==> src/rtl/riscv_pkg.sv <==
// Shared decode types: immediate-format select encodings and default widths.
// Buffer entry layout is {imm, tag, err}; the struct is declared where XLEN/TAG_W are bound.
package riscv_pkg;

  localparam int XLEN_DEF  = 64;
  localparam int TAG_W_DEF = 4;

  typedef enum logic [3:0] {
    IMM_I  = 4'd0,
    IMM_S  = 4'd1,
    IMM_B  = 4'd2,
    IMM_U  = 4'd3,
    IMM_J  = 4'd4,
    IMM_Z  = 4'd5,
    IMM_SH = 4'd6,
    IMM_CI = 4'd7,
    IMM_CJ = 4'd8,
    IMM_CB = 4'd9
  } imm_sel_e;

  // Field widths of one buffered entry, for consumers that size storage externally.
  localparam int ENTRY_ERR_W = 1;

endpackage

==> src/rtl/imm_stage_if.sv <==
// Handshake bundle for imm_stage: instruction-in side and immediate-out side.
// slave is the stage's view, master is the producer/consumer view.
interface imm_stage_if
  import riscv_pkg::*;
#(
  parameter int XLEN  = XLEN_DEF,
  parameter int TAG_W = TAG_W_DEF
) ();

  logic             in_valid_i;
  logic             in_ready_o;
  logic [31:0]      instr_i;
  logic [3:0]       imm_sel_i;
  logic [TAG_W-1:0] tag_i;
  logic             out_valid_o;
  logic             out_ready_i;
  logic [XLEN-1:0]  imm_o;
  logic [TAG_W-1:0] tag_o;
  logic             err_o;

  modport slave (
    input  in_valid_i, instr_i, imm_sel_i, tag_i, out_ready_i,
    output in_ready_o, out_valid_o, imm_o, tag_o, err_o
  );

  modport master (
    output in_valid_i, instr_i, imm_sel_i, tag_i, out_ready_i,
    input  in_ready_o, out_valid_o, imm_o, tag_o, err_o
  );

endinterface

==> src/rtl/imm_extract.sv <==
// Combinational immediate extraction (0 cycles, no backpressure); RVC formats only when
// RVC_IMM_EN is defined, otherwise selects 7-9 are reported as illegal.
module imm_extract
  import riscv_pkg::*;
#(
  parameter int XLEN = XLEN_DEF
) (
  input  logic [31:0]     instr,
  input  logic [3:0]      sel,
  output logic [XLEN-1:0] imm,
  output logic            err
);

  // Every format fits in 32 bits, so assemble it sign-extended to 32 and widen once.
  logic [31:0] field;
  logic        unused_opc;

  assign unused_opc = ^instr[6:0];

  always_comb begin
    field = '0;
    err   = 1'b0;
    case (sel)
      IMM_I:  field = {{20{instr[31]}}, instr[31:20]};
      IMM_S:  field = {{20{instr[31]}}, instr[31:25], instr[11:7]};
      IMM_B:  field = {{19{instr[31]}}, instr[31], instr[7], instr[30:25], instr[11:8], 1'b0};
      IMM_U:  field = {instr[31:12], 12'b0};
      IMM_J:  field = {{11{instr[31]}}, instr[31], instr[19:12], instr[20], instr[30:21], 1'b0};
      IMM_Z:  field = {27'b0, instr[19:15]};
      IMM_SH: field = (XLEN == 64) ? {26'b0, instr[25:20]} : {27'b0, instr[24:20]};
`ifdef RVC_IMM_EN
      IMM_CI: field = {{26{instr[12]}}, instr[12], instr[6:2]};
      IMM_CJ: field = {{20{instr[12]}}, instr[12], instr[8], instr[10:9], instr[6], instr[7],
                       instr[2], instr[11], instr[5:3], 1'b0};
      IMM_CB: field = {{23{instr[12]}}, instr[12], instr[6:5], instr[2], instr[11:10],
                       instr[4:3], 1'b0};
`endif
      default: err = 1'b1;
    endcase
  end

  assign imm = XLEN'($signed(field));

endmodule

==> src/rtl/imm_stage.sv <==
// Immediate-generation stage: 1-cycle latency into a DEPTH-entry FIFO of {imm, tag, err}.
// in_ready_o drops only when full (state-only); optional RVC formats via RVC_IMM_EN.
module imm_stage
  import riscv_pkg::*;
#(
  parameter int XLEN  = XLEN_DEF,
  parameter int DEPTH = 2,
  parameter int TAG_W = TAG_W_DEF
) (
  input logic         clk_i,
  input logic         rst_i,
  input logic         flush_i,
  imm_stage_if.slave  bus
);

  localparam int PTR_W = (DEPTH > 1) ? $clog2(DEPTH) : 1;
  localparam int CNT_W = $clog2(DEPTH + 1);

  typedef struct packed {
    logic [XLEN-1:0]  imm;
    logic [TAG_W-1:0] tag;
    logic             err;
  } imm_entry_t;

  imm_entry_t       mem [DEPTH];
  imm_entry_t       wr_entry;
  imm_entry_t       head;
  logic [XLEN-1:0]  ext_imm;
  logic             ext_err;
  logic [PTR_W-1:0] wr_ptr;
  logic [PTR_W-1:0] rd_ptr;
  logic [CNT_W-1:0] count;
  logic             push;
  logic             pop;

  imm_extract #(.XLEN(XLEN)) u_extract (
    .instr (bus.instr_i),
    .sel   (bus.imm_sel_i),
    .imm   (ext_imm),
    .err   (ext_err)
  );

  assign wr_entry = '{imm: ext_imm, tag: bus.tag_i, err: ext_err};

  assign bus.in_ready_o  = (count != CNT_W'(DEPTH));
  assign bus.out_valid_o = (count != '0);
  assign push = bus.in_valid_i && bus.in_ready_o;
  assign pop  = bus.out_valid_o && bus.out_ready_i;

  // DEPTH need not be a power of two, so wrap explicitly.
  function automatic logic [PTR_W-1:0] ptr_inc(input logic [PTR_W-1:0] p);
    return (p == PTR_W'(DEPTH - 1)) ? '0 : p + 1'b1;
  endfunction

  always_ff @(posedge clk_i or posedge rst_i) begin
    if (rst_i) begin
      count  <= '0;
      wr_ptr <= '0;
      rd_ptr <= '0;
    end else if (flush_i) begin
      count  <= '0;
      wr_ptr <= '0;
      rd_ptr <= '0;
    end else begin
      if (push) wr_ptr <= ptr_inc(wr_ptr);
      if (pop)  rd_ptr <= ptr_inc(rd_ptr);
      case ({push, pop})
        2'b10:   count <= count + 1'b1;
        2'b01:   count <= count - 1'b1;
        default: count <= count;
      endcase
    end
  end

  // Payload storage carries no reset; validity lives entirely in count.
  always_ff @(posedge clk_i) begin
    if (push && !flush_i) mem[wr_ptr] <= wr_entry;
  end

  assign head = bus.out_valid_o ? mem[rd_ptr] : '0;
  assign bus.imm_o = head.imm;
  assign bus.tag_o = head.tag;
  assign bus.err_o = head.err;

endmodule

==> src/flat_wrapper.sv <==
// flat-port wrapper written by rule: the top's interface ports become plain ports
module imm_stage_flat import riscv_pkg::*;
#(
  parameter int XLEN  = XLEN_DEF,
  parameter int DEPTH = 2,
  parameter int TAG_W = TAG_W_DEF
)
  (clk_i, rst_i, flush_i, bus_in_valid_i, bus_instr_i, bus_imm_sel_i, bus_tag_i, bus_out_ready_i, bus_in_ready_o, bus_out_valid_o, bus_imm_o, bus_tag_o, bus_err_o);
  imm_stage_if #(.XLEN(XLEN), .TAG_W(TAG_W)) bus_i ();
  input logic clk_i;
  input logic rst_i;
  input logic flush_i;
  input wire logic [$bits(bus_i.in_valid_i)-1:0] bus_in_valid_i;
  input wire logic [$bits(bus_i.instr_i)-1:0] bus_instr_i;
  input wire logic [$bits(bus_i.imm_sel_i)-1:0] bus_imm_sel_i;
  input wire logic [$bits(bus_i.tag_i)-1:0] bus_tag_i;
  input wire logic [$bits(bus_i.out_ready_i)-1:0] bus_out_ready_i;
  output wire logic [$bits(bus_i.in_ready_o)-1:0] bus_in_ready_o;
  output wire logic [$bits(bus_i.out_valid_o)-1:0] bus_out_valid_o;
  output wire logic [$bits(bus_i.imm_o)-1:0] bus_imm_o;
  output wire logic [$bits(bus_i.tag_o)-1:0] bus_tag_o;
  output wire logic [$bits(bus_i.err_o)-1:0] bus_err_o;
  assign bus_i.in_valid_i = bus_in_valid_i;
  assign bus_i.instr_i = bus_instr_i;
  assign bus_i.imm_sel_i = bus_imm_sel_i;
  assign bus_i.tag_i = bus_tag_i;
  assign bus_i.out_ready_i = bus_out_ready_i;
  assign bus_in_ready_o = bus_i.in_ready_o;
  assign bus_out_valid_o = bus_i.out_valid_o;
  assign bus_imm_o = bus_i.imm_o;
  assign bus_tag_o = bus_i.tag_o;
  assign bus_err_o = bus_i.err_o;
  imm_stage #(.XLEN(XLEN), .DEPTH(DEPTH), .TAG_W(TAG_W)) u_core (.clk_i(clk_i), .rst_i(rst_i), .flush_i(flush_i), .bus(bus_i));
endmodule
==> config.mk <==
export PLATFORM = sky130hd
export DESIGN_NAME = imm_stage_flat
export DESIGN_NICKNAME = d
export VERILOG_FILES = /design/src/rtl/riscv_pkg.sv /design/src/rtl/imm_stage_if.sv /design/src/rtl/imm_extract.sv /design/src/rtl/imm_stage.sv /design/src/flat_wrapper.sv
export SDC_FILE = /design/constraint.sdc
export NUM_CORES = 1
export LEC_CHECK = 0
export CAP_MARGIN = 20
export CORE_ASPECT_RATIO = 0.8
export CORE_MARGIN = 2
export CORE_UTILIZATION = 35
export DETAILED_ROUTE_END_ITERATION = 16
export GPL_TIMING_DRIVEN = 0
export SLEW_MARGIN = 20
export SYNTH_ARGS = -nofsm -noshare
export SYNTH_HDL_FRONTEND = slang
export SYNTH_HIERARCHICAL = 1
export SYNTH_SLANG_ARGS = --single-unit
==> constraint.sdc <==
create_clock -name clk_i -period 11 [get_ports clk_i]
set_input_delay 1.65 -clock clk_i [delete_from_list [all_inputs] [get_ports clk_i]]
set_output_delay 1.65 -clock clk_i [all_outputs]
set_load 0.01 [all_outputs]
; Yosys cells after proc, flatten, opt, wreduce, memory -nomap -nowiden
; Memories as Yosys holds them, arrays and structs flattened.
; Index checks and enable logic that the tools add are counted.
[word_totals]
input_bits = 45
ramBits = 138
memories = 1
regBits = 4
[op_classes]
n_mux = 13
eq_ne = 9
reduce_logical = 10
addsub = 4
[mem_list]
columns = name, words, width, read_ports, rd_clocked_by_memory_dff, write_ports, line
row1 = u_core.mem, 2, 69, 1, 0, 1, imm_stage.sv:25  ; imm_entry_t mem [DEPTH];
[op_table]
columns = cell, count
row1 = 32-bit one-hot mux with 7 select lines, 1
row2 = 69-bit two-way mux, 1
row3 = "4-bit by 3-bit equality test with 1-bit output, second input constant", 3
row4 = 1-bit two-way mux, 9
row5 = "4-bit by 2-bit equality test with 1-bit output, second input constant", 2
row6 = 7-bit OR reduction, 1
row7 = 2-bit nonzero test, 3
row8 = "4-bit by 1-bit equality test with 1-bit output, second input constant", 1
row9 = 4-bit logical NOT, 1
row10 = 2-bit one-hot mux with 2 select lines, 1
row11 = 1-bit logical AND, 3
row12 = 3-bit nonzero test, 1
row13 = "1-bit adder, second input constant", 2
row14 = "2-bit by 1-bit adder with 2-bit output, second input constant", 1
row15 = "2-bit by 1-bit equality test with 1-bit output, second input constant", 1
row16 = "2-bit equality test, second input constant", 1
row17 = 2-bit two-way mux, 1
row18 = "2-bit inequality test, second input constant", 1
row19 = "2-bit by 1-bit subtractor with 2-bit output, second input constant", 1
row20 = 1-bit logical NOT, 1

; Longest topological paths before layout
; Gate-level depths: netlist of run 1.
[depth]
depth_word = 5
ltp_mapped = 5
mapped_depth_nobuf = 4

; Hierarchy
; The synthesis of run 1 kept the hierarchy.
[modules_own_cells]
columns = mod, instances, area_per_inst_um2, cells_each, seq_area_each_um2
row1 = imm_stage, 1, 5425.2, 319, 4244.1
row2 = imm_extract, 1, 809.5, 100, 0.0

; Worst setup path after synthesis of run 1
; Ideal clock, no wire load.
[synth_path]
kind = input -> register
start = input port bus_in_valid_i
end = memory u_core/mem[1][0] (netlist name) (enable)
setup_ns = 0.596
n_path_buf = 0
cell_stages = 2
arrival_ns = 6.736
setup_slack_ns = 3.668
path_cell_list = nand2_1 nor3b_1
[synth_between]
elab_chain_len = 4
[synth_rtl]
columns = item, line
row1 = from (decl), flat_wrapper.sv:13  ; input wire logic [$bits(bus_i.in_valid_i)-1:0] bus_in_valid_i;
row2 = 1-bit logical AND, imm_stage.sv:47  ; assign push = bus.in_valid_i && bus.in_ready_o;
row3 = 1-bit logical AND, imm_stage.sv:77  ; if (push && !flush_i) mem[wr_ptr] <= wr_entry;
row4 = 1-bit two-way mux, imm_stage.sv:77
row5 = 1-bit two-way mux (implied by the code), imm_stage.sv:77
row6 = to (decl), imm_stage.sv:25
; Every way passes these cells.

; Worst setup path after layout of run 1
[layout_path]
start = register u_core.count[0]
end = output port bus_imm_o[28]
[layout_between]
elab_chain_len = 2
[layout_rtl]
columns = item, line
row1 = from (decl), imm_stage.sv:32  ; logic [CNT_W-1:0] count;
row2 = from (signal assigned), imm_stage.sv:68  ; 2'b10: count <= count + 1'b1;
row3 = from (signal assigned), imm_stage.sv:69  ; 2'b01: count <= count - 1'b1;
row4 = from (signal assigned), imm_stage.sv:70  ; default: count <= count;
row5 = 2-bit nonzero test, imm_stage.sv:46  ; assign bus.out_valid_o = (count != '0);
row6 = 69-bit two-way mux, imm_stage.sv:80  ; assign head = bus.out_valid_o ? mem[rd_ptr] : '0;
row7 = to (decl), flat_wrapper.sv:20  ; output wire logic [$bits(bus_i.imm_o)-1:0] bus_imm_o;
; Every way passes these cells.

==> impl_results.md, run 1 <==
- # rows: 43
- Final Core Density: 48.4%
- Synth warn: 6
- Die span in x: 153 microns
- Crit Reg-Reg Endpoint: u_core/mem[0][40]
- Count of hold-fix buffers inserted at cts: 0
- Post-DP HPWL: 9170 microns
- Placer Congestion: 0.854
- Clock Latency Late Sink: 0.41 ns
- Congestion Overflow GR: 0
- Actual slew at the worst max-slew pin: 0.637 ns
- Drt first pass iters: 4
- Fraction of registers with async set/reset: 2.82%
- Crit path capture: bus_imm_o[28]
- Post-cts sizing count: 0
- Max Cap Viol: 0
- First-pass GRT wire length: 19900 microns
- Post-synth net total: 464
- Root Buffer: clkbuf_16
- Clk pin slew, worst setup/hold paths: 0.05 ns
- Vias per cell: 4.62
- H-tree levels: 4
- Critical Path RT: 9.35 ns
- Core Region: 17400 sq um
- Worst Setup Path Type: flop to primary output
- Hold wc startpoint: u_core/wr_ptr
- Synthesized area: 6230 sq um
- CTS Buf Count: 17
- Placed Cells: 769
- Hold Path Class: flop to flop
- Routed via count: 3690
- Status: completed
- Share of layout cells above drive strength 1: 19.7%
- R2r worst-path depth: 7
- Synth area leaders: edfxtp_1, mux2i_1, buf_4
- Fin Clk Skew: 0.00535 ns
- Sequential share of the synthesized area: 68.1%
- Clock Sinks: 142
- Slew margin rel.: 57.3%
- CTS Buffer Depth: 2
- Top_reg_cell synth: edfxtp_1
- Final Critical Period: 4.01 ns
- Post-CTS setup buffers: 0
- Final setup fails: 0
- Initial antenna violation count: 0
- Top cell type by total area after synthesis: edfxtp_1
- WL final: 13000 microns
- Syn Inst Count: 419
- Finished Layout Cells: 799
- Final worst path period share: 36.5%
- ANT cells: 0
- Layout Nets: 608
- Pleak: 3.09 nW
- Commonest cells after routing, fill and taps aside: edfxtp_1, clkdlybuf4s50_1, nor2_1, mux2i_1, buf_4
- Area delta synth->final: 34.8%
- Internal reg-to-reg setup slack: 8.84 ns
- Synthesis-stage register bit count: 142
- Post-synth cell types: 42
- Final Cell Area: 8410 sq um
- Average instance area after synthesis: 14.9 sq um
- Pwr Density: 169 nW/um^2
- Worst Path Max Fanout: 10
- RSZ-0062 raised after global routing: no
- Hold Fails Final Rpt: 0
- Setup TNS: 0 ns
- Worst Setup End Kind: primary output
- Peak VDD IR: 0.111 mV
- F_max: 249 MHz
- Most common cell after layout, fill and taps aside: edfxtp_1
- DRT antenna net count: 0
- Hold Slack: 0.593 ns
- Routed length per instance: 16.2 microns
- Crit path from: u_core/count[0]
- Die Span Y: 123 microns
- Vias in the first global route: 3728
- Post-synth EDFFs: 138
- Ports: 116
- GRT Util Overall: 14.0%
- Placed Area: 7760 sq um
- Largest net degree at the start of global routing: 30
- DR iter-0 viols: 228
- Startpoint types: flop
- Worst r2r src: u_core/count[1]
- CTS tree: yes
- Die area: 18900 sq um
- DRC: 0
- Yosys top cell area share: 66.5%
- I/O Buffers: 108
- Initial Util: 35.9%
- Max Slew Vio Count: 0
- Worst Path Arrival: 2.36 ns
==> sequential cells by signal, summed over array words and instances, names as in the netlist <==
register / cells
u_core/wr_ptr: 1
u_core/count: 2
u_core/rd_ptr: 1
u_core/mem: 138
==> cell families (layout without fill, tap and decap cells) <==
group                    after synthesis  after routing  share of synthesized area (%)
adder cells (fa/ha/maj)                1              1                          0.181
AO/OA/AOI/OAI                         37             37                           4.60
flip-flops                           142            142                           68.1
buffers and inverters                 59            214                           6.70
multiplexers                          71             71                           11.4
AND/OR/NAND/NOR                      107            107                           8.75
XOR/XNOR                               2              2                          0.281
==> critical path: stages (launching register included) <==
cell             delay, ns
dfrtp_1               0.45
nor2_1                0.53
buf_2                 0.37
nor2_1                0.11
clkdlybuf4s50_1       0.50
==> metrics by stage <==
stage / total power [mW] / setup WS (ns)
final: 1.42 / 6.99
after global routing: 1.48 / 6.77
after CTS: 1.44 / 6.87
after detailed placement: 0.809 / 7.24
after global placement: 0.806 / -0.0935
after floorplan: 0.728 / 3.67
==> worst min-delay path by stage <==
stage               slack, ns  cells after the start             to
finish                   0.59                      2  u_core/wr_ptr
global route             0.62                      2  u_core/wr_ptr
CTS                      0.59                      2  u_core/wr_ptr
detailed placement       0.58                      2  u_core/wr_ptr
global placement         0.55                      2  u_core/wr_ptr
floorplan                0.53                      2  u_core/wr_ptr
==> cell usage after synthesis, types with 4 or more instances <==
master      n
a21o_1     20
a21oi_1     5
a221o_1     4
and2_1      9
buf_2      10
buf_4      39
buf_6       5
dfrtp_1     4
edfxtp_1  138
inv_1       4
mux2i_1    70
nor2_1     73
==> area by class of cell <==
| cell class | count | area (sq um) |
|---|---|---|
| plain buffers | 54 | 399 |
| clock buffers | 18 | 429 |
| clock inverters | 12 | 219 |
| fillers | 1535 | 8970 |
| inverters | 5 | 18.8 |
| multi-input cells | 218 | 1590 |
| flip-flops and latches | 142 | 4240 |
| well taps | 225 | 282 |
| repair buffers | 125 | 1220 |
==> power by group <==
part           internal (mW)  total (mW)  switching (mW)  leakage (nW)
registers              0.616       0.621         0.00485          1.35
clock network          0.421       0.628           0.206         0.315
logic                 0.0883       0.174          0.0857          1.42
==> routing by layer <==
layer	routed length, microns	GRT usage (%)	vias to the layer above
li1	-	-	1787
met1	6160	19.0	1794
met2	5940	21.5	94
met3	704	4.14	15
met4	145	4.75	0
met5	0	0	-
(Power assumes the default switching activity.)
==> run 2, diff against run 1 <==
- clock period: 11 -> 3.9 ns (I/O delays scaled with it)
==> impl_results.md, run 2 (synthesized netlist as in run 1, its figures left out) <==
- Biggest regs: u_core/mem x138, u_core/count x2
- Placer Congestion: 0.750 (-12%)
- Pleak: 3.03 nW (-1.8%)
- Worst Setup Path Type: flop to primary output
- Routed length per instance: 16.7 microns (+2.7%)
- Worst Setup End Kind: primary output
- Most flops, register: u_core/mem
- Hold Fails Final Rpt: 0 (unchanged)
- WL final: 13300 microns (+2.3%)
- P_int: 2.92 mW (+160%)
- Max Cap Viol: 0 (unchanged)
- Placed Cells: 764 (-0.65%)
- Fin Clk Skew: 0.00459 ns (-0.000755 ns)
- Share of layout cells above drive strength 1: 18.9% (-0.77 points)
- Post-DP HPWL: 9290 microns (+1.3%)
- DRT antenna net count: 0 (unchanged)
- Commonest cells after routing, fill and taps aside: edfxtp_1, clkdlybuf4s50_1, nor2_1, mux2i_1, buf_4
- H-tree levels: 4 (unchanged)
- Final worst path period share: 78.5%
- Clock Latency Late Sink: 0.41 ns (about the same)
- # rows: 43 (unchanged)
- Area delta synth->final: 34.2%
- Final setup fails: 0 (unchanged)
- Startpoint types: flop
- Hold Path Class: primary input to asynchronous set/reset pin
- I/O Buffers: 108 (unchanged)
- NetSw: 0.846 mW (+190%)
- Initial antenna violation count: 0 (unchanged)
- Die Span Y: 123 microns (unchanged)
- Clk pwr share: 40.3% (-3.8 points)
- CTS Buffer Depth: 2 (unchanged)
- Sw Ratio: 22.5% (+1.6 points)
- First-pass GRT wire length: 20500 microns (+3.0%)
- Max Slew Vio Count: 0 (unchanged)
- Drt first pass iters: 4 (unchanged)
- GRT Max-Usage Layer: met2
- Reg power frac: 46.5% (+2.9 points)
- Core Region: 17400 sq um (unchanged)
- Pwr Density: 451 nW/um^2 (+170%)
- Worst Path Max Fanout: 10 (unchanged)
- Root Buffer: clkbuf_16
- Die span in x: 153 microns (unchanged)
- Worst Path Arrival: 2.48 ns (+0.12 ns)
- Die area: 18900 sq um (unchanged)
- Vias in the first global route: 3832 (+2.8%)
- Clk pin slew, worst setup/hold paths: 0.06 ns (about the same)
- Setup TNS: 0 ns (unchanged)
- Finished Layout Cells: 796 (-0.38%)
- GRT Util Overall: 14.4% (+0.47 points)
- Congestion Overflow GR: 0 (unchanged)
- Comb power frac: 13.2% (+1.0 points)
- Most common cell after layout, fill and taps aside: edfxtp_1
- Ports: 116 (unchanged)
- Peak VDD IR: 0.285 mV (+160%)
- F_max: 327 MHz
- Largest net degree at the start of global routing: 23 (-23%)
- Count of hold-fix buffers inserted at cts: 0 (unchanged)
- GR Util met1: 18.7% (-0.25 points)
- Layout Nets: 603 (-0.82%)
- CTS Buf Count: 17 (unchanged)
- Post-cts sizing count: 0 (unchanged)
- Critical Path RT: 3.31 ns (-6.04 ns)
- DR iter-0 viols: 190 (-17%)
- Final Critical Period: 3.06 ns
- ANT cells: 0 (unchanged)
- GR Util met2: 23.1% (+1.6 points)
- Post-CTS setup buffers: 0 (unchanged)
- RSZ-0062 raised after global routing: no
- Clock Sinks: 142 (unchanged)
- DRC: 0 (unchanged)
- Vias per cell: 4.65 (+0.76%)
- Routed via count: 3704 (+0.38%)
- Slew margin rel.: 48.4% (-9.0 points)
- Max reg flops: 138 (unchanged)
- Status: completed
- GRT met3 Usage: 4.70% (+0.56 points)
- CTS tree: yes
- Actual slew at the worst max-slew pin: 0.772 ns (+0.134 ns)
- Initial Util: 35.9% (unchanged)
## run 2: changes by cell type in the layout (fill, tap and decap cells not counted), sizes merged
cell      before  now
bufinv         6    2
buf           71   66
clkinvlp       0    4
clkbuf        18   20
## run 2: routing by layer
metal / wire length, microns / up-vias
met4: 166 / 0
met3: 617 / 13
met2: 6280 / 88
met5: 0 / -
met1: 6200 / 1820
li1: - / 1783
## run 2: worst paths after layout
kind / start / endpoint / slack, ns / cells past startpoint
max in group asynchronous: rst_i / u_core/rd_ptr / 3.38 / 2
hold reg to reg: u_core/wr_ptr / u_core/wr_ptr / 0.63 / 2
setup reg to reg: u_core/count[1] / u_core/mem[0][45] / 1.78 / 6
setup / recovery: u_core/count[0] / bus_imm_o[28] / 0.84 / 4
hold / removal: rst_i / u_core/count[1] / 0.36 / 2
min in group clk_i: u_core/wr_ptr / u_core/wr_ptr / 0.63 / 2
## run 2: per-stage QoR
| step | instance area (sq um) | power (mW) | utilization [%] | hold slack, ns | setup WS (ns) |
|---|---|---|---|---|---|
| global route | 8370 | 3.92 | 48.1 | 0.358 | 0.617 |
| detailed placement | 7810 | 2.29 | 44.9 | 0.617 | 1.19 |
| finish | 8370 | 3.77 | 48.1 | 0.363 | 0.838 |
| CTS | 8370 | 3.81 | 48.1 | 0.352 | 0.723 |
| floorplan | 6260 | 2.05 | - | 0.351 | 0.884 |
| global placement | 7620 | 2.27 | 43.8 | 0.594 | -0.695 |
## run 2: power by group through the flow
stage | Combinational [mW] | Sequential [mW] | Clock, mW
2_1_floorplan | 0.267 | 1.78 | 0
3_3_place_gp | 0.480 | 1.79 | 0
6_report | 0.499 | 1.75 | 1.52
5_1_grt | 0.541 | 1.76 | 1.63
3_5_place_dp | 0.506 | 1.78 | 0
4_1_cts | 0.509 | 1.75 | 1.55
## run 2: worst max-delay path: stages, from the launching register on
cell,delay (ns)
dfrtp_1,0.45
nor2_1,0.63
buf_2,0.37
nor2_1,0.12
clkdlybuf4s50_1,0.49
## run 2: final cells by class
type / instances / area, sq um
Tap cell: 225 / 282
Clock inverter: 12 / 121
Sequential cell: 142 / 4240
Multi-Input combinational cell: 218 / 1600
Clock buffer: 20 / 437
Timing Repair Buffer: 120 / 1260
Fill cell: 1536 / 9010
Inverter: 5 / 18.8
Buffer: 54 / 399
==> run 3, diff against run 2 <==
- clock period: 3.9 -> 2.8 ns (I/O delays scaled with it)
==> impl_results.md, run 3 (synthesized netlist as in run 1, its figures left out) <==
- Status: completed
- Worst Path Max Fanout: 10 (unchanged)
- Sw Ratio: 23.4% (+0.95 points)
- Finished Layout Cells: 795 (-0.13%)
- Post-DP HPWL: 9220 microns (-0.77%)
- Vias in the first global route: 3827 (-0.13%)
- Routed length per instance: 16.7 microns (+0.31%)
- Max incr delay on CP: 0.49 ns (-0.14 ns)
- Final Power: 5.20 mW (+38%)
- Reg power frac: 46.9% (+0.4 points)
- Vias per cell: 4.71 (+1.3%)
- Area delta synth->final: 34.1% (about the same)
- WL final: 13300 microns (+0.19%)
- DRC: 0 (unchanged)
- Final Critical Period: 2.53 ns
- Placed Cells: 763 (-0.13%)
- CTS Buffer Depth: 2 (unchanged)
- Congestion Overflow GR: 0 (unchanged)
- Worst r2r src: u_core/count[1]
- Biggest regs: u_core/mem x138, u_core/count x2
- Hold Path Class: primary input to asynchronous set/reset pin
- Final Cell Area: 8360 sq um (about the same)
- Delay-heaviest family, CP: buffers and inverters
- Clock Sinks: 142 (unchanged)
- Pwr Density: 622 nW/um^2 (+38%)
- Share of layout cells above drive strength 1: 19.6% (+0.73 points)
- Comb power frac: 13.4% (+0.2 points)
- Clk pin slew, worst setup/hold paths: 0.06 ns (about the same)
- Worst Path Arrival: 2.11 ns (-0.37 ns)
- Largest net degree at the start of global routing: 19 (-17%)
- Fin Clk Skew: 0.00492 ns (+0.000326 ns)
- First-pass GRT wire length: 20800 microns (+1.8%)
- Critical Path RT: 2.38 ns (-0.93 ns)
- CTS tree: yes
- CTS Buf Count: 17 (unchanged)
- Worst Setup End Kind: primary output
- Hold Fails Final Rpt: 0 (unchanged)
- Die Span Y: 123 microns (unchanged)
- Root Buffer: clkbuf_16
- Post-CTS setup buffers: 0 (unchanged)
- DR iter-0 viols: 145 (-24%)
- Worst path slowest cell: clkdlybuf4s50_1
- Ports: 116 (unchanged)
- Routed via count: 3747 (+1.2%)
- DRT antenna net count: 0 (unchanged)
- Die span in x: 153 microns (unchanged)
- Most flops, register: u_core/mem
- FILL cells: 1519 (-1.1%)
- Bufs and invs on worst path: 3 (+1)
- Worst Setup Path Type: flop to primary output
- Flip-flop and latch area: 4240 sq um (unchanged)
- Peak VDD IR: 0.415 mV (+45%)
- Initial Util: 35.9% (unchanged)
- I/O Buffers: 108 (unchanged)
- Placer Congestion: 0.751 (+0.12%)
- Max Cap Viol: 0 (unchanged)
- Drt first pass iters: 4 (unchanged)
- Commonest cells after routing, fill and taps aside: edfxtp_1, clkdlybuf4s50_1, nor2_1, mux2i_1, buf_4
- F_max: 395 MHz
- Final setup fails: 0 (unchanged)
- NetSw: 1.22 mW (+44%)
- # rows: 43 (unchanged)
- Actual slew at the worst max-slew pin: 0.604 ns (-0.167 ns)
- Pleak: 3.04 nW (+0.12%)
- H-tree levels: 4 (unchanged)
- Most common cell after layout, fill and taps aside: edfxtp_1
- Setup TNS: 0 ns (unchanged)
- Clock Latency Late Sink: 0.41 ns (about the same)
- Footprint of the multi-input gates: 1620 sq um (+1.2%)
- Layout Nets: 602 (-0.17%)
- Crit path from: u_core/rd_ptr
- Worst path cell trace: buf_2 > buf_4 > mux2i_1 > nor2_1 > clkdlybuf4s50_1
- Startpoint types: flop
- Clk pwr share: 39.7% (-0.6 points)
- ANT cells: 0 (unchanged)
- Initial antenna violation count: 0 (unchanged)
- Die area: 18900 sq um (unchanged)
- Placed Area: 7810 sq um (about the same)
- GRT Util Overall: 14.6% (+0.17 points)
- RSZ-0062 raised after global routing: no
- Max reg flops: 138 (unchanged)
- Max Slew Vio Count: 0 (unchanged)
- Slew margin rel.: 59.7% (+11 points)
- Final worst path period share: 90.4%
- P_int: 3.99 mW (+36%)
- Core Region: 17400 sq um (unchanged)
-- run 3: cell type report --
cell class | instances | share of cell area, %
repair buffers | 119 | 14.9
clock buffers | 17 | 5.09
well taps | 225 | 3.37
flip-flops and latches | 142 | 50.8
clock inverters | 15 | 1.45
plain buffers | 54 | 4.77
multi-input cells | 218 | 19.4
inverters | 5 | 0.224
-- run 3: power by group through the flow --
stage | sequential, mW | combinational, mW | clock [mW]
final | 2.44 | 0.697 | 2.07
after global routing | 2.44 | 0.757 | 2.24
after CTS | 2.44 | 0.711 | 2.12
after detailed placement | 2.48 | 0.707 | 0
after global placement | 2.49 | 0.673 | 0
after floorplan | 2.48 | 0.373 | 0
-- run 3: worst paths after layout --
check	end	slack, ns	cells after the start
min in group clk_i	u_core/mem[1][4]	0.59	1
worst min-delay path	u_core/count[0]	0.20	2
worst min register to register	u_core/wr_ptr	0.65	2
max in group asynchronous	u_core/wr_ptr	2.43	2
worst max-delay path	bus_imm_o[8]	0.27	5
worst max register to register	u_core/mem[0][38]	0.80	6
-- run 3: what timing repair did --
| action | in CTS | in global routing |
|---|---|---|
| resized for setup | 1 | 1 |
| pin swaps | 0 | 0 |
| setup endpoints to repair | 70 | 1 |
| hold buffers | 0 | 0 |
-- run 3: per-layer routing --
metal | part of all wire, % | GRT usage [%] | up-vias
met1 | 47 | 19.0 | 1861
met3 | 4.5 | 4.17 | 14
li1 | - | - | 1784
met4 | 1.2 | 5.09 | 0
met5 | 0 | 0 | -
met2 | 48 | 23.6 | 88
-- run 3: metrics by stage --
stage,hold slack (ns),utilization [%],setup WS (ns)
after global placement,0.594,43.9,-1.63
after floorplan,0.186,-,-0.150
after detailed placement,0.637,44.9,0.352
after CTS,0.191,48.1,0.105
after global routing,0.189,48.1,0.0964
final,0.201,48.1,0.268
